File: src/rtl/rv32i_trace_pkg.sv
// rv32i_trace_pkg
// Shared definitions for the writeback trace FIFO: Wishbone register
// offsets (word index, adr[3:2]), CTRL/STATUS bit positions and the
// stored CTRL register layout.
package rv32i_trace_pkg;

    localparam logic [1:0] CTRL_OFS   = 2'd0;
    localparam logic [1:0] STATUS_OFS = 2'd1;
    localparam logic [1:0] DATA_OFS   = 2'd2;

    localparam int CTRL_EN_BIT    = 0;
    localparam int CTRL_MODE_BIT  = 1;
    localparam int CTRL_IE_BIT    = 2;
    localparam int CTRL_CLR_BIT   = 3;

    localparam int STAT_EMPTY_BIT = 8;
    localparam int STAT_FULL_BIT  = 9;
    localparam int STAT_OVF_BIT   = 10;

    // Stored CTRL bits; clr is a strobe and is never held.
    typedef struct packed {
        logic ie;
        logic mode;
        logic en;
    } ctrl_t;

endpackage

File: src/rtl/sync_fifo.sv
// sync_fifo
// Single-clock FIFO with binary pointers one bit wider than the address,
// so full and empty are distinguished by the pointer difference.
// Ports:
//   clk, rst_n   clock, asynchronous active-low reset
//   push, wdata  write request and data (ignored when full unless popping)
//   pop          read request (ignored when empty)
//   clr          flush; wins over push and pop
//   rdata        head entry, combinational
//   count        number of stored entries
//   full, empty  status flags
module sync_fifo #(
    parameter int WIDTH = 16,
    parameter int DEPTH = 16
) (
    input  logic                     clk,
    input  logic                     rst_n,
    input  logic                     push,
    input  logic                     pop,
    input  logic                     clr,
    input  logic [WIDTH-1:0]         wdata,
    output logic [WIDTH-1:0]         rdata,
    output logic [$clog2(DEPTH):0]   count,
    output logic                     full,
    output logic                     empty
);
    localparam int AW = $clog2(DEPTH);

    logic [AW:0]      wptr_q, rptr_q;
    logic [WIDTH-1:0] mem_q [DEPTH];
    logic             do_push, do_pop;

    assign count = wptr_q - rptr_q;
    assign full  = (count == (AW+1)'(DEPTH));
    assign empty = (count == '0);
    assign rdata = mem_q[rptr_q[AW-1:0]];

    // A push into a full FIFO is accepted only if the head leaves this cycle.
    assign do_pop  = pop & ~empty;
    assign do_push = push & (~full | do_pop);

    always_ff @(posedge clk or negedge rst_n) begin
        if (!rst_n) begin
            wptr_q <= '0;
            rptr_q <= '0;
        end else if (clr) begin
            wptr_q <= '0;
            rptr_q <= '0;
        end else begin
            if (do_push) wptr_q <= wptr_q + (AW+1)'(1);
            if (do_pop)  rptr_q <= rptr_q + (AW+1)'(1);
        end
    end

    always_ff @(posedge clk) begin
        if (do_push && !clr) mem_q[wptr_q[AW-1:0]] <= wdata;
    end

endmodule

File: src/rtl/rv32i_wb_trace_fifo.sv
// rv32i_wb_trace_fifo
// Samples the core writeback bus and queues the samples for the
// management SoC, which drains them over a Wishbone classic slave.
// Ports:
//   clk, RN              clock, asynchronous active-low reset
//   WB_OUT               core writeback value
//   wbs_*_i              Wishbone request (sel ignored, full-word access)
//   wbs_ack_o            one-cycle acknowledge, one cycle after accept
//   wbs_dat_o            read data, valid only while ack is high
//   irq_o                registered CTRL.ie & !empty
module rv32i_wb_trace_fifo
    import rv32i_trace_pkg::*;
#(
    parameter int          DEPTH    = 16,
    parameter int          WIDTH    = 16,
    parameter logic [31:0] BASE_ADR = 32'h3000_0000
) (
    input  logic             clk,
    input  logic             RN,
    input  logic [WIDTH-1:0] WB_OUT,
    input  logic             wbs_stb_i,
    input  logic             wbs_cyc_i,
    input  logic             wbs_we_i,
    input  logic [3:0]       wbs_sel_i,
    input  logic [31:0]      wbs_adr_i,
    input  logic [31:0]      wbs_dat_i,
    output logic             wbs_ack_o,
    output logic [31:0]      wbs_dat_o,
    output logic             irq_o
);
    localparam int AW = $clog2(DEPTH);

    ctrl_t            ctrl_q, ctrl_d;
    logic             ovf_q, ovf_d;
    logic [WIDTH-1:0] prev_q;
    logic             ack_q, irq_q;
    logic [1:0]       req_adr_q;
    logic             req_we_q;
    logic [31:0]      req_dat_q;

    logic             accept, wr_commit, rd_commit;
    logic             push_req, pop, clr;
    logic [WIDTH-1:0] fifo_rdata;
    logic [AW:0]      fifo_count;
    logic             fifo_full, fifo_empty;
    logic [31:0]      rd_mux;

    logic unused_ok;
    assign unused_ok = ^{wbs_sel_i, wbs_adr_i[1:0]};

    assign accept    = wbs_stb_i & wbs_cyc_i & ~ack_q
                     & (wbs_adr_i[31:4] == BASE_ADR[31:4]);
    // Side effects commit on the edge that ends the ack cycle.
    assign wr_commit = ack_q & req_we_q;
    assign rd_commit = ack_q & ~req_we_q;

    assign clr      = wr_commit & (req_adr_q == CTRL_OFS) & req_dat_q[CTRL_CLR_BIT];
    assign pop      = rd_commit & (req_adr_q == DATA_OFS);
    assign push_req = ctrl_q.en & (ctrl_q.mode | (WB_OUT != prev_q));

    sync_fifo #(.WIDTH(WIDTH), .DEPTH(DEPTH)) u_fifo (
        .clk   (clk),
        .rst_n (RN),
        .push  (push_req),
        .pop   (pop),
        .clr   (clr),
        .wdata (WB_OUT),
        .rdata (fifo_rdata),
        .count (fifo_count),
        .full  (fifo_full),
        .empty (fifo_empty)
    );

    always_comb begin
        ctrl_d = ctrl_q;
        if (wr_commit && req_adr_q == CTRL_OFS) begin
            ctrl_d = ctrl_t'(req_dat_q[2:0]);
        end
        // A new overflow outranks a same-cycle W1C so no drop goes unreported.
        ovf_d = ovf_q;
        if (wr_commit && req_adr_q == STATUS_OFS && req_dat_q[STAT_OVF_BIT]) ovf_d = 1'b0;
        if (push_req && fifo_full && !pop && !clr) ovf_d = 1'b1;
        if (clr) ovf_d = 1'b0;
    end

    always_comb begin
        rd_mux = '0;
        case (req_adr_q)
            CTRL_OFS:   rd_mux = 32'(ctrl_q);
            STATUS_OFS: begin
                rd_mux[7:0]            = 8'(fifo_count);
                rd_mux[STAT_EMPTY_BIT] = fifo_empty;
                rd_mux[STAT_FULL_BIT]  = fifo_full;
                rd_mux[STAT_OVF_BIT]   = ovf_q;
            end
            DATA_OFS:   rd_mux = fifo_empty ? 32'h0 : 32'(fifo_rdata);
            default:    rd_mux = '0;
        endcase
    end

    always_ff @(posedge clk or negedge RN) begin
        if (!RN) begin
            ctrl_q    <= '0;
            ovf_q     <= 1'b0;
            prev_q    <= '0;
            ack_q     <= 1'b0;
            irq_q     <= 1'b0;
            req_adr_q <= '0;
            req_we_q  <= 1'b0;
            req_dat_q <= '0;
        end else begin
            ctrl_q <= ctrl_d;
            ovf_q  <= ovf_d;
            prev_q <= WB_OUT;
            ack_q  <= accept;
            irq_q  <= ctrl_q.ie & ~fifo_empty;
            if (accept) begin
                req_adr_q <= wbs_adr_i[3:2];
                req_we_q  <= wbs_we_i;
                req_dat_q <= wbs_dat_i;
            end
        end
    end

    assign wbs_ack_o = ack_q;
    assign wbs_dat_o = rd_commit ? rd_mux : 32'h0;
    assign irq_o     = irq_q;

endmodule

File: config.mk
export PLATFORM = sky130hd
export DESIGN_NAME = rv32i_wb_trace_fifo
export DESIGN_NICKNAME = d
export VERILOG_FILES = /design/src/rtl/rv32i_trace_pkg.sv /design/src/rtl/sync_fifo.sv /design/src/rtl/rv32i_wb_trace_fifo.sv
export SDC_FILE = /design/constraint.sdc
export NUM_CORES = 1
export LEC_CHECK = 0
export CAP_MARGIN = 20
export CORE_ASPECT_RATIO = 0.8
export CORE_MARGIN = 2
export CORE_UTILIZATION = 55
export CTS_CLUSTER_SIZE = 12
export DETAILED_ROUTE_END_ITERATION = 6
export HOLD_SLACK_MARGIN = 0.1
export PLACE_DENSITY = 0.78
export SLEW_MARGIN = 25
export SYNTH_ARGS = -nofsm -noshare
export SYNTH_HDL_FRONTEND = slang
export SYNTH_SLANG_ARGS = --single-unit
File: constraint.sdc
create_clock -name clk -period 4 [get_ports clk]
set_input_delay 0.8 -clock clk [delete_from_list [all_inputs] [get_ports clk]]
set_output_delay 0.8 -clock clk [all_outputs]
set_load 0.005 [all_outputs]
======== Word level (Yosys, flattened, before mapping) ========
Memories as Yosys holds them, arrays and structs flattened.
Index checks and enable logic that the tools add are counted.
word-level totals
  register bits after elaboration ......... 46
  bits in writable memories ............... 256
  input port bits ......................... 89
  output and inout bits ................... 34
  word-level logic and storage cells ...... 66
  memories ................................ 1
cells by class
  add/subtract/negate cells ............... 3
  eq/ne operators ......................... 5
  mux-type cells .......................... 13
  bitwise gates (word level) .............. 18
  reductions and logical operators ........ 14
memories
  name          depth  bits a word  read ports  clocked after memory_dff  write ports  line             source
  u_fifo.mem_q  16     16           1           0                         1            sync_fifo.sv:30  logic [WIDTH-1:0] mem_q [DEPTH];
operator list
  cell                                              number
  case mux 11 bit (3 select lines)                  1
  two-way mux 32 bit                                1
  == test 28 x 26 -> 1 bit (second input constant)  1
  two-way mux 5 bit                                 5
  two-way mux 16 bit                                1
  inequality test 16 bit                            1
  AND 1 bit                                         12
  adder 5 x 1 -> 5 bit (second input constant)      2
  logical AND 1 bit                                 7
  == test 5 bit (second input constant)             1
  logical NOT 5 bit                                 1
  two-way mux 1 bit                                 5
  subtractor 5 bit                                  1
  NOT 1 bit                                         4
  nonzero test 2 bit                                2
  nonzero test 3 bit                                1
  == test 2 x 1 -> 1 bit (second input constant)    1
  == test 2 bit (second input constant)             1
  logical NOT 1 bit                                 2
  logical NOT 2 bit                                 1
  bitwise OR 1 bit                                  2

======== Logic depth before layout (Yosys ltp) ========
Gate-level depths: netlist of run 1.
  depth in word-level cells ............... 9
  gate-level depth with buffers ........... 13
  gate-level depth less buffers ........... 9

======== Modules after synthesis ========
Synthesis of run 1 repeated with hierarchy kept, for this count alone.
second synthesis, totals
  cell total of the unflattened synthesis .. 606
  area total of the unflattened synthesis .. 12,120.4 um2
modules (own cells, without submodules)
  module               times used  cells an instance  area each (um2)  seq. area each (um2)
  sync_fifo            1           470                10,580.1         7,937.6
  rv32i_wb_trace_fifo  1           136                1,540.2          750.7

======== Worst setup path before layout of run 1 ========
OpenSTA, ideal clock, no wires.
  kind .................................... register to output
  start ................................... reg u_fifo.rptr_q[1]
  end ..................................... out wbs_dat_o[8]
  arrival time ............................ 2,664 ps
  data required time ...................... 3,200 ps
  setup slack ............................. 536 ps
  cell stages (with the launch flop) ...... 12
  path buffers ............................ 4
  cell sequence ........................... dfrtp_1 -> clkbuf_1 -> clkbuf_1 -> inv_1 -> ha_1 -> a21o_1 -> nor4b_2 -> nor2_1 -> o21ai_0 -> clkbuf_1 -> buf_2 -> o22ai_1
between the ends
  word-level cells in the longest chain between the ends .. 5
  elaborated cells on any way between the ends .. 6
  classes of those cells .................. 1 x add/sub; 3 x mux; 1 x reduce/logical; 1 x memory
ends and longest elaborated chain
  item                                  line                        source
  start: declaration                    sync_fifo.sv:29             logic [AW:0] wptr_q, rptr_q;
  start signal: assignment              sync_fifo.sv:51             if (do_pop) rptr_q <= rptr_q + (AW+1)'(1);
  subtractor 5 bit                      sync_fifo.sv:33             assign count = wptr_q - rptr_q;
  logical NOT 5 bit                     sync_fifo.sv:35             assign empty = (count == '0);
  two-way mux 16 bit                    rv32i_wb_trace_fifo.sv:96   DATA_OFS: rd_mux = fifo_empty ? 32'h0 : 32'(fifo_rdata);
  case mux 11 bit (3 select lines) (*)  rv32i_wb_trace_fifo.sv:88   case (req_adr_q)
  two-way mux 32 bit (*)                rv32i_wb_trace_fifo.sv:126  assign wbs_dat_o = rd_commit ? rd_mux : 32'h0;
  end: declaration                      rv32i_wb_trace_fifo.sv:28   output logic [31:0] wbs_dat_o,
Every way passes the cells marked *; elsewhere a longest branch is shown, timed or not.

======== Final worst setup path of run 1 ========
  start ................................... reg u_fifo.rptr_q[0]
  end ..................................... out wbs_dat_o[12]
between the ends
  word-level cells in the longest chain between the ends .. 5
  elaborated cells on any way between the ends .. 6
  classes of those cells .................. 1 x add/sub; 3 x mux; 1 x reduce/logical; 1 x memory
ends and longest elaborated chain
  item                    line
  subtractor 5 bit        sync_fifo.sv:33
  logical NOT 5 bit       sync_fifo.sv:35
  two-way mux 16 bit (*)  rv32i_wb_trace_fifo.sv:96
  two-way mux 5 bit (*)   rv32i_wb_trace_fifo.sv:88
  two-way mux 32 bit (*)  rv32i_wb_trace_fifo.sv:126
Marked as above.

==> impl_metrics.ini, run 1 <==
[clocking]
cts_root_buf = clkbuf_16
cts.sink_count = 296
clock_latency_ns = 0.55
cts_max_level = 1
cts_hold_buf = 0
cts_buffer_depth = 3
path_clk_slew_ns = 0.06
tritoncts = done
cts_inserted_buffers = 29

[setup_path]
required_ns = 3.20
path_max_fanout = 5
crit_arrival_ns = 3.14
endpoint_kind = output port
critical_path_class = reg -> out
startpoint_type = flip-flop

[route]
drtAntennaViolNets = 0
wl_per_cell_um = 25.4
routed_via_density = 6.24
totalWireLength_um = 27200
num_vias = 6666
first_pass_iters = 7
drc = 12
drt_iter0_markers = 915

[global_routing]
antenna_found_initial = 0
grt_pass1_vias = 6550
grt-ovfl-total = 0
grt_use_total = 0.236
grt_pass1_wl_um = 39700
grt_max_degree = 69

[die]
coreArea_mm2 = 0.0216
ios = 123
die_h_um = 137
die_x_um = 170
initial_core_util = 0.561
core.rowCount = 48
die_area_mm2 = 0.0232

[power_and_ir_drop]
cellPowerDensity_mw_per_mm2 = 417
peakVddDrop_v = 0.000343
leakage_nw = 5.09

[layout]
drive_gt1_frac = 0.251
antenna_cells = 0
finalNetCount = 871
area_growth_pct = 20.1
mostFrequentLayoutCell = edfxtp_1
layout_common_cells = 256 x edfxtp_1, 74 x mux4_2, 56 x buf_4, 56 x clkdlybuf4s50_1, 38 x dfrtp_1

[timing]
slew_headroom = 0.475
post-route-period-util = 0.986
tightestPinTransition_ns = 0.785
hold_viol_final = 0
worst_hold_slack_ns = 0.259
fmax_ghz = 0.254
finalClockSkew_ns = 0.0116
rsz0062_at_grt = no
drv_slew = 0
setup_tns_ns = 0
setup_viol = 0
period_needed_ns = 3.94

[flow_run]
cap_violations = 0

[synthesis]
synth_top_area_share = 0.636
syn_area_mm2 = 0.0121
synth_edf_count = 256
async_reset_ff_frac = 0.135
yosys_warnings = 0
ys_seq_area_frac = 0.719
netlist_top_cells_area = edfxtp_1 64%, mux4_2 14%, dfrtp_1 8.3%, xnor2_1 1.3%, and4_1 1.2%
syn_area_per_cell_um2 = 19.0
ys_types = 44
synth_top_cell_by_area = edfxtp_1
synthCells = 637
ys_ff_latch = 296
synth_top_flop_cell = edfxtp_1

[run_status]
violations = design-rule violations
outcome = finished, violations left

[min_path]
hp-class = in -> async

[place]
gp_congestion = 0.917
numPortBuffers = 73
dp_hpwl_um = 16300
critical path: stages, from the launching register on:
cell	delay, ns
dfrtp_4	0.51
ha_4	0.18
fa_2	0.55
nand3b_1	0.14
nor4b_4	0.31
nor2_2	0.10
o21ai_4	0.21
clkbuf_16	0.20
buf_4	0.11
nor2b_1	0.03
dlygate4sd2_1	0.25
flip-flops by register name, summed over array words and instances (netlist names):
name	flops
irq_o	1
ovf_q	1
prev_q	16
req_we_q	1
u_fifo.rptr_q	5
u_fifo.wptr_q	5
u_fifo.mem_q	256
req_adr_q	2
ctrl_q	3
req_dat_q	5
wbs_ack_o	1
cell families after synthesis:
logic type | count (synthesis) | synth area share
AO/OA/AOI/OAI | 32 | 0.0155
XOR/XNOR | 21 | 0.0152
adder cells (fa/ha/maj) | 10 | 0.0110
buffers and inverters | 56 | 0.0248
flip-flops | 296 | 0.719
multiplexers | 94 | 0.155
other | 1 | 0.000310
AND/OR/NAND/NOR | 127 | 0.0591
cell type report:
class                   count  area, µm²
flip-flops and latches    296       8690
fillers                  1367       7040
multi-input cells         300       3260
repair buffers            134       1290
clock buffers              49        831
well taps                 275        344
clock inverters             4       58.8
inverters                  11       41.3
synth_stat cells (4+ instances only):
master and n:
a21oi_1 14, and3_1 6, and4_1 16, buf_2 9, buf_4 17, clkbuf_1 14, dfrtp_1 40, edfxtp_1 256
ha_1 9, inv_1 11, mux2_2 10, mux2i_1 10, mux4_2 74, nand2_1 32, nand2b_1 8, nand3_1 9
nand4_1 9, nor2_1 15, nor2b_1 11, nor3_1 4, nor4_1 6, o21ai_0 6, xnor2_1 18
path summary, 6_finish.rpt:
path,from,slack [ns],to,cells after the start
max,u_fifo.rptr_q[0]$_DFFE_PN0P_,0.06,wbs_dat_o[12],10
min,RN,0.26,ctrl_q[0]$_DFFE_PN0P_,1
max reg2reg,u_fifo.rptr_q[0]$_DFFE_PN0P_,0.57,u_fifo.mem_q[9][2]$_DFFE_PP_,9
min reg2reg,req_dat_q[0]$_DFFE_PN0P_,0.49,ctrl_q[0]$_DFFE_PN0P_,2
max in group asynchronous,RN,3.30,u_fifo.rptr_q[0]$_DFFE_PN0P_,1
min in group clk,req_dat_q[0]$_DFFE_PN0P_,0.49,ctrl_q[0]$_DFFE_PN0P_,2
per-layer routing:
metal  share of wire  up-vias  routed length (µm)  global-route usage
met4           0.025        0                 676              0.0513
li1                -     2792                   -                   -
met1            0.42     3479               11300               0.352
met2            0.48      333               13200               0.379
met3           0.076       62                2060              0.0350
met5               0        -                   0                   0
stage by stage:
stage | instance area [µm²] | cells | total power [W] | setup slack [ns] | utilization
2_1_floorplan | 12100 | 652 | 0.00346 | 0.536 | -
3_3_place_gp | 13400 | 1005 | 0.00357 | 0.188 | 0.621
3_5_place_dp | 13400 | 1005 | 0.00357 | 0.0271 | 0.621
4_1_cts | 14400 | 1063 | 0.00610 | 0.0121 | 0.667
5_1_grt | 14500 | 1069 | 0.00621 | 0.0166 | 0.673
6_report | 14500 | 1069 | 0.00606 | 0.0555 | 0.673
report_power, final:
part | leakage [nW] | total (W) | switching, W | internal (W)
logic | 1.88 | 0.000145 | 0.0000756 | 0.0000692
clock network | 0.428 | 0.00255 | 0.00107 | 0.00147
registers | 2.79 | 0.00337 | 0.00000398 | 0.00336
total | 5.09 | 0.00606 | 0.00115 | 0.00491
what timing repair did:
item                       4_1_cts  5_1_grt
setup endpoints to repair       16       14
pin swaps                        2        4
gates cloned                     0        1
hold endpoints to repair         0        0
resized for setup               20       18
setup buffers                    5        5
Note: power is estimated with default switching activity, not from simulation.
==> inputs of run 2 (changes only) <==
CTS_CLUSTER_DIAMETER = 50   (was not set)
==> impl_metrics.ini, run 2 (same netlist as run 1, synthesis figures left out) <==
[setup_path]
r2r_end = u_fifo.mem_q[9][5]$_DFFE_PP_
r2r_slack_ns = 0.50
path_max_fanout = 6
r2r_cells = 10
startpoint_type = flip-flop
critical_path_class = reg -> out
crit_arrival_ns = 3.24
r2r_start = u_fifo.rptr_q[0]$_DFFE_PN0P_
endpoint_kind = output port
required_ns = 3.20

[global_routing]
grt_pass1_wl_um = 39500
grt_pass1_vias = 6541
grt-ovfl-total = 0
grt_max_degree = 69
grt_use_total = 0.235
antenna_found_initial = 0

[place]
place_inst = 1005
gp_congestion = 0.917
numPortBuffers = 73
dp_hpwl_um = 16300

[run_status]
outcome = finished, violations left
violations = negative setup slack

[die]
coreArea_mm2 = 0.0216
die_h_um = 137
initial_core_util = 0.561
core.rowCount = 48
ios = 123
die_x_um = 170
die_area_mm2 = 0.0232

[layout]
mostFrequentLayoutCell = edfxtp_1
largest_reg_flops = 256
area_growth_pct = 19.3
post-route-util = 0.669
layout_common_cells = 256 x edfxtp_1, 74 x mux4_2, 57 x clkdlybuf4s50_1
fin_cells = 1066
drive_gt1_frac = 0.241
finalNetCount = 868
antenna_cells = 0

[clocking]
path_clk_slew_ns = 0.07
cts.sink_count = 296
tritoncts = done
cts_buffer_depth = 3
cts_max_level = 1
clock_latency_ns = 0.54
cts_hold_buf = 0
cts_inserted_buffers = 28
cts_root_buf = clkbuf_16

[route]
drt_iter0_markers = 762
routed_via_density = 6.17
first_pass_iters = 5
wl_per_cell_um = 25.4
drc = 0
totalWireLength_um = 27100
num_vias = 6578
drtAntennaViolNets = 0

[timing]
fmax_ghz = 0.248
worst_slack_ns = -0.0397
period_needed_ns = 4.04
slew_headroom = 0.487
tightestPinTransition_ns = 0.767
drv_slew = 0
hold_viol_final = 0
post-route-period-util = 1.01
worst_hold_slack_ns = 0.263
rsz0062_at_grt = yes
setup_viol = 1
finalClockSkew_ns = 0.0137

[power_and_ir_drop]
peakVddDrop_v = 0.000358
leakage_nw = 5.06
cellPowerDensity_mw_per_mm2 = 407
power_w = 0.00587

[flow_run]
cap_violations = 0

[min_path]
hp-class = in -> async
-- run 2: cell count changes in the layout (fill, tap and decap cells not counted), moves of 2 or more --
cell,before,now
dlygate4sd2_1,4,2
buf_12,3,5
clkbuf_1,17,22
buf_4,56,52
clkbuf_8,3,0
dlymetal6s2s_1,11,13
-- run 2: layout make-up --
cell class	instances	area (µm²)
tap	275	344
clock inverter	2	21.3
multi-input combinational	300	3250
sequential	296	8690
clock buffer	50	783
fill	1387	7130
timing repair buffer	132	1290
inverter	11	41.3
-- run 2: power breakdown --
group / total, W / internal, W / switching [W]
clock: 0.00236 / 0.00132 / 0.00105
sequential: 0.00337 / 0.00336 / 0.00000401
combinational: 0.000144 / 0.0000692 / 0.0000751
-- run 2: worst max path at each step --
stage / start / endpoint / slack, ns / cells after the start
after floorplan: u_fifo.rptr_q[1]$_DFFE_PN0P_ / wbs_dat_o[8] / 0.54 / 11
after global placement: u_fifo.rptr_q[0]$_DFFE_PN0P_ / wbs_dat_o[10] / 0.19 / 9
after detailed placement: u_fifo.wptr_q[0]$_DFFE_PN0P_ / wbs_dat_o[10] / 0.03 / 10
after CTS: u_fifo.rptr_q[0]$_DFFE_PN0P_ / wbs_dat_o[1] / -0.03 / 9
after global routing: u_fifo.rptr_q[0]$_DFFE_PN0P_ / wbs_dat_o[1] / -0.12 / 10
final: u_fifo.rptr_q[0]$_DFFE_PN0P_ / wbs_dat_o[1] / -0.04 / 10
-- run 2: metrics by stage --
step	TNS, ns	setup WS (ns)	area [µm²]
finish	-0.0397	-0.0397	14400
global route	-0.143	-0.119	14400
CTS	-0.0963	-0.0299	14300
detailed placement	0	0.0271	13400
global placement	0	0.188	13400
floorplan	0	0.536	12100
-- run 2: timing repair --
item                       in CTS  in global routing
setup endpoints to repair      16                 15
resized for setup              14                 19
pin swaps                       2                  1
cloned                          0                  1
buffers inserted                5                  3
-- run 2: metal layers --
metal	track usage	up-vias	wire [µm]
met5	0	-	0
met4	0.0632	0	767
met3	0.0385	70	2160
met2	0.374	305	12900
met1	0.347	3428	11300
li1	-	2775	-
-- run 2: critical path, cell delays in order (launching register included) --
cell and delay, ns:
dfrtp_4 0.49, ha_2 0.20, fa_2 0.39, nand2b_4 0.17
a21oi_4 0.23, buf_12 0.15, xor2_4 0.08, a21oi_4 0.26
a21oi_1 0.11, nor2_1 0.10, clkdlybuf4s50_1 0.52
==> inputs of run 3 (changes only) <==
ABC_AREA = 1   (was not set)
CTS_CLUSTER_SIZE = not set   (was 12)
PLACE_DENSITY = 0.77   (was 0.78)
==> impl_metrics.ini, run 3 <==
[layout]
antenna_cells = 0
mostFrequentLayoutCell = nand2_1
post-route-util = 0.665
largest_reg_flops = 256
n_fill_cell = 1616
area_growth_pct = 17.7
layout_common_cells = 384 x nand2_1, 256 x edfxtp_1, 115 x nand3_1
drive_gt1_frac = 0.108
finalNetCount = 1364

[run_status]
outcome = completed

[setup_path]
path_max_fanout = 25
r2r_slack_ns = 1.03
startpoint_type = flip-flop
critical_path_class = reg -> out
crit_buf_inv = 3
cp_top_family = buffers and inverters
endpoint_kind = output port
worst_path_most_repeated_cell = nand2_1
required_ns = 3.20
critPathMaxStageDelay_ns = 0.54
slowest_stage = clkdlybuf4s50_1
r2r_cells = 12
cp_num_cells = 11
crit_arrival_ns = 3.17
crit_chain = clkinv_2 > buf_12 > nand2_1 > nand3_1 > nand2_1 > nand2_1 > nand2_1 > a31oi_1 > nand2_1 > a21oi_1 > clkdlybuf4s50_1

[global_routing]
grt_use_total = 0.257
grt_pass1_wl_um = 48100
grt_pass1_vias = 8590
grt_max_degree = 131
grt-ovfl-total = 0
antenna_found_initial = 1

[die]
coreArea_mm2 = 0.0226
core.rowCount = 49
die_h_um = 140
die_x_um = 174
initial_core_util = 0.565
ios = 123
die_area_mm2 = 0.0245

[timing]
setup_viol = 0
slew_headroom = 0.594
period_needed_ns = 3.97
finalClockSkew_ns = 0.0103
fmax_ghz = 0.252
tightestPinTransition_ns = 0.608
hold_viol_final = 0
drv_slew = 0
rsz0062_at_grt = yes
worst_hold_slack_ns = 0.236
worst_slack_ns = 0.0319
post-route-period-util = 0.992

[place]
gp_congestion = 0.874
post-place-ws_ns = 0.517
dp_hpwl_um = 19300
numPortBuffers = 73

[route]
drc = 0
wl_per_cell_um = 19.5
num_vias = 8935
drtAntennaViolNets = 0
first_pass_iters = 7
drt_iter0_markers = 1012
totalWireLength_um = 31000
routed_via_density = 5.61

[synthesis]
syn_area_per_cell_um2 = 11.0
synth_top_area_share = 0.602
synth_most_common_cell = nand2_1
ys_seq_area_frac = 0.680
ys_types = 44
synth_top_flop_cell = edfxtp_1
ys_top_cells_by_count = 385 x nand2_1, 256 x edfxtp_1, 115 x nand3_1, 66 x nor2_1, 58 x inv_1
netlist_top_cells_area = edfxtp_1 60%, nand2_1 11%, dfrtp_1 7.8%, nand3_1 4.5%, nor2_1 1.9%
ys_ff_latch = 296
synth_top_cell_by_area = edfxtp_1
yosys_warnings = 0
async_reset_ff_frac = 0.135
syn_area_mm2 = 0.0128
synth_edf_count = 256
synthCells = 1157

[clocking]
cts_max_level = 1
path_clk_slew_ns = 0.06
cts_root_buf = clkbuf_16
clock_latency_ns = 0.55
tritoncts = done
cts_buffer_depth = 3
cts_hold_buf = 0
cts.sink_count = 296
cts_inserted_buffers = 29

[power_and_ir_drop]
power_w = 0.00617
power_frac_comb = 0.026
cellPowerDensity_mw_per_mm2 = 410
switching_share = 0.197
p_switching_w = 0.00122
leakage_nw = 5.91
peakVddDrop_v = 0.000346
intPower_w = 0.00495
clkPwrFrac = 0.429
p_seq_frac = 0.546

[min_path]
hp-class = in -> async

[flow_run]
cap_violations = 0
[run 3: cells by family (layout without fill, tap and decap cells)]
kind of cell               after synthesis  count (layout)  share of synthesized area
AOI/OAI and AO/OA                      116             116                     0.0563
other                                    1              16                   0.000294
adders and majority gates               10              10                     0.0104
xor gates and xnor gates                 9               9                    0.00676
DFF                                    296             296                      0.680
and+or+nand+nor                        592             592                      0.197
buffers and inverters                  133             249                     0.0494
[run 3: per-layer routing]
layer	part of all wire	wire length [µm]	up-vias	track usage
li1	-	-	4171	-
met1	0.41	12600	4295	0.358
met2	0.48	14800	407	0.407
met3	0.089	2780	62	0.0529
met4	0.030	932	0	0.0867
met5	0	0	-	0
[run 3: what timing repair did]
action	4_1_cts	5_1_grt
pin swaps	2	5
setup endpoints to repair	9	15
gates resized for setup	3	18
setup buffers	2	3
[run 3: area by class of cell]
cell class                      count  area, µm²  area share
Sequential cell                   296       8690       0.578
Multi-Input combinational cell    743       3560       0.237
Timing Repair Buffer              131       1240      0.0823
Clock buffer                       35        748      0.0497
Tap cell                          306        383      0.0255
Inverter                           64        249      0.0166
Clock inverter                     19        165      0.0110
[run 3: power groups by stage]
stage               registers (W)   logic, W  clock network [W]
finish                    0.00337   0.000157            0.00264
global route              0.00336   0.000172            0.00278
CTS                       0.00337   0.000157            0.00266
detailed placement        0.00343   0.000155                  0
global placement          0.00343   0.000150                  0
floorplan                 0.00343  0.0000368                  0
[run 3: final timing paths]
check,startpoint,end
max,u_fifo.rptr_q[0]$_DFFE_PN0P_,wbs_dat_o[4]
min,RN,wbs_ack_o$_DFF_PN0_
max reg2reg,u_fifo.rptr_q[0]$_DFFE_PN0P_,u_fifo.mem_q[2][11]$_DFFE_PP_
min reg2reg,req_dat_q[10]$_DFFE_PN0P_,req_dat_q[10]$_DFFE_PN0P_
max in group asynchronous,RN,u_fifo.rptr_q[0]$_DFFE_PN0P_
min in group clk,req_dat_q[10]$_DFFE_PN0P_,req_dat_q[10]$_DFFE_PN0P_
[run 3: metrics by stage]
step                      std cells  cell area (µm²)  TNS (ns)
after floorplan                1172            12800         0
after global placement         1535            14000         0
after detailed placement       1535            14000         0
after CTS                      1591            15000         0
after global routing           1594            15000    -0.321
final                          1594            15000         0
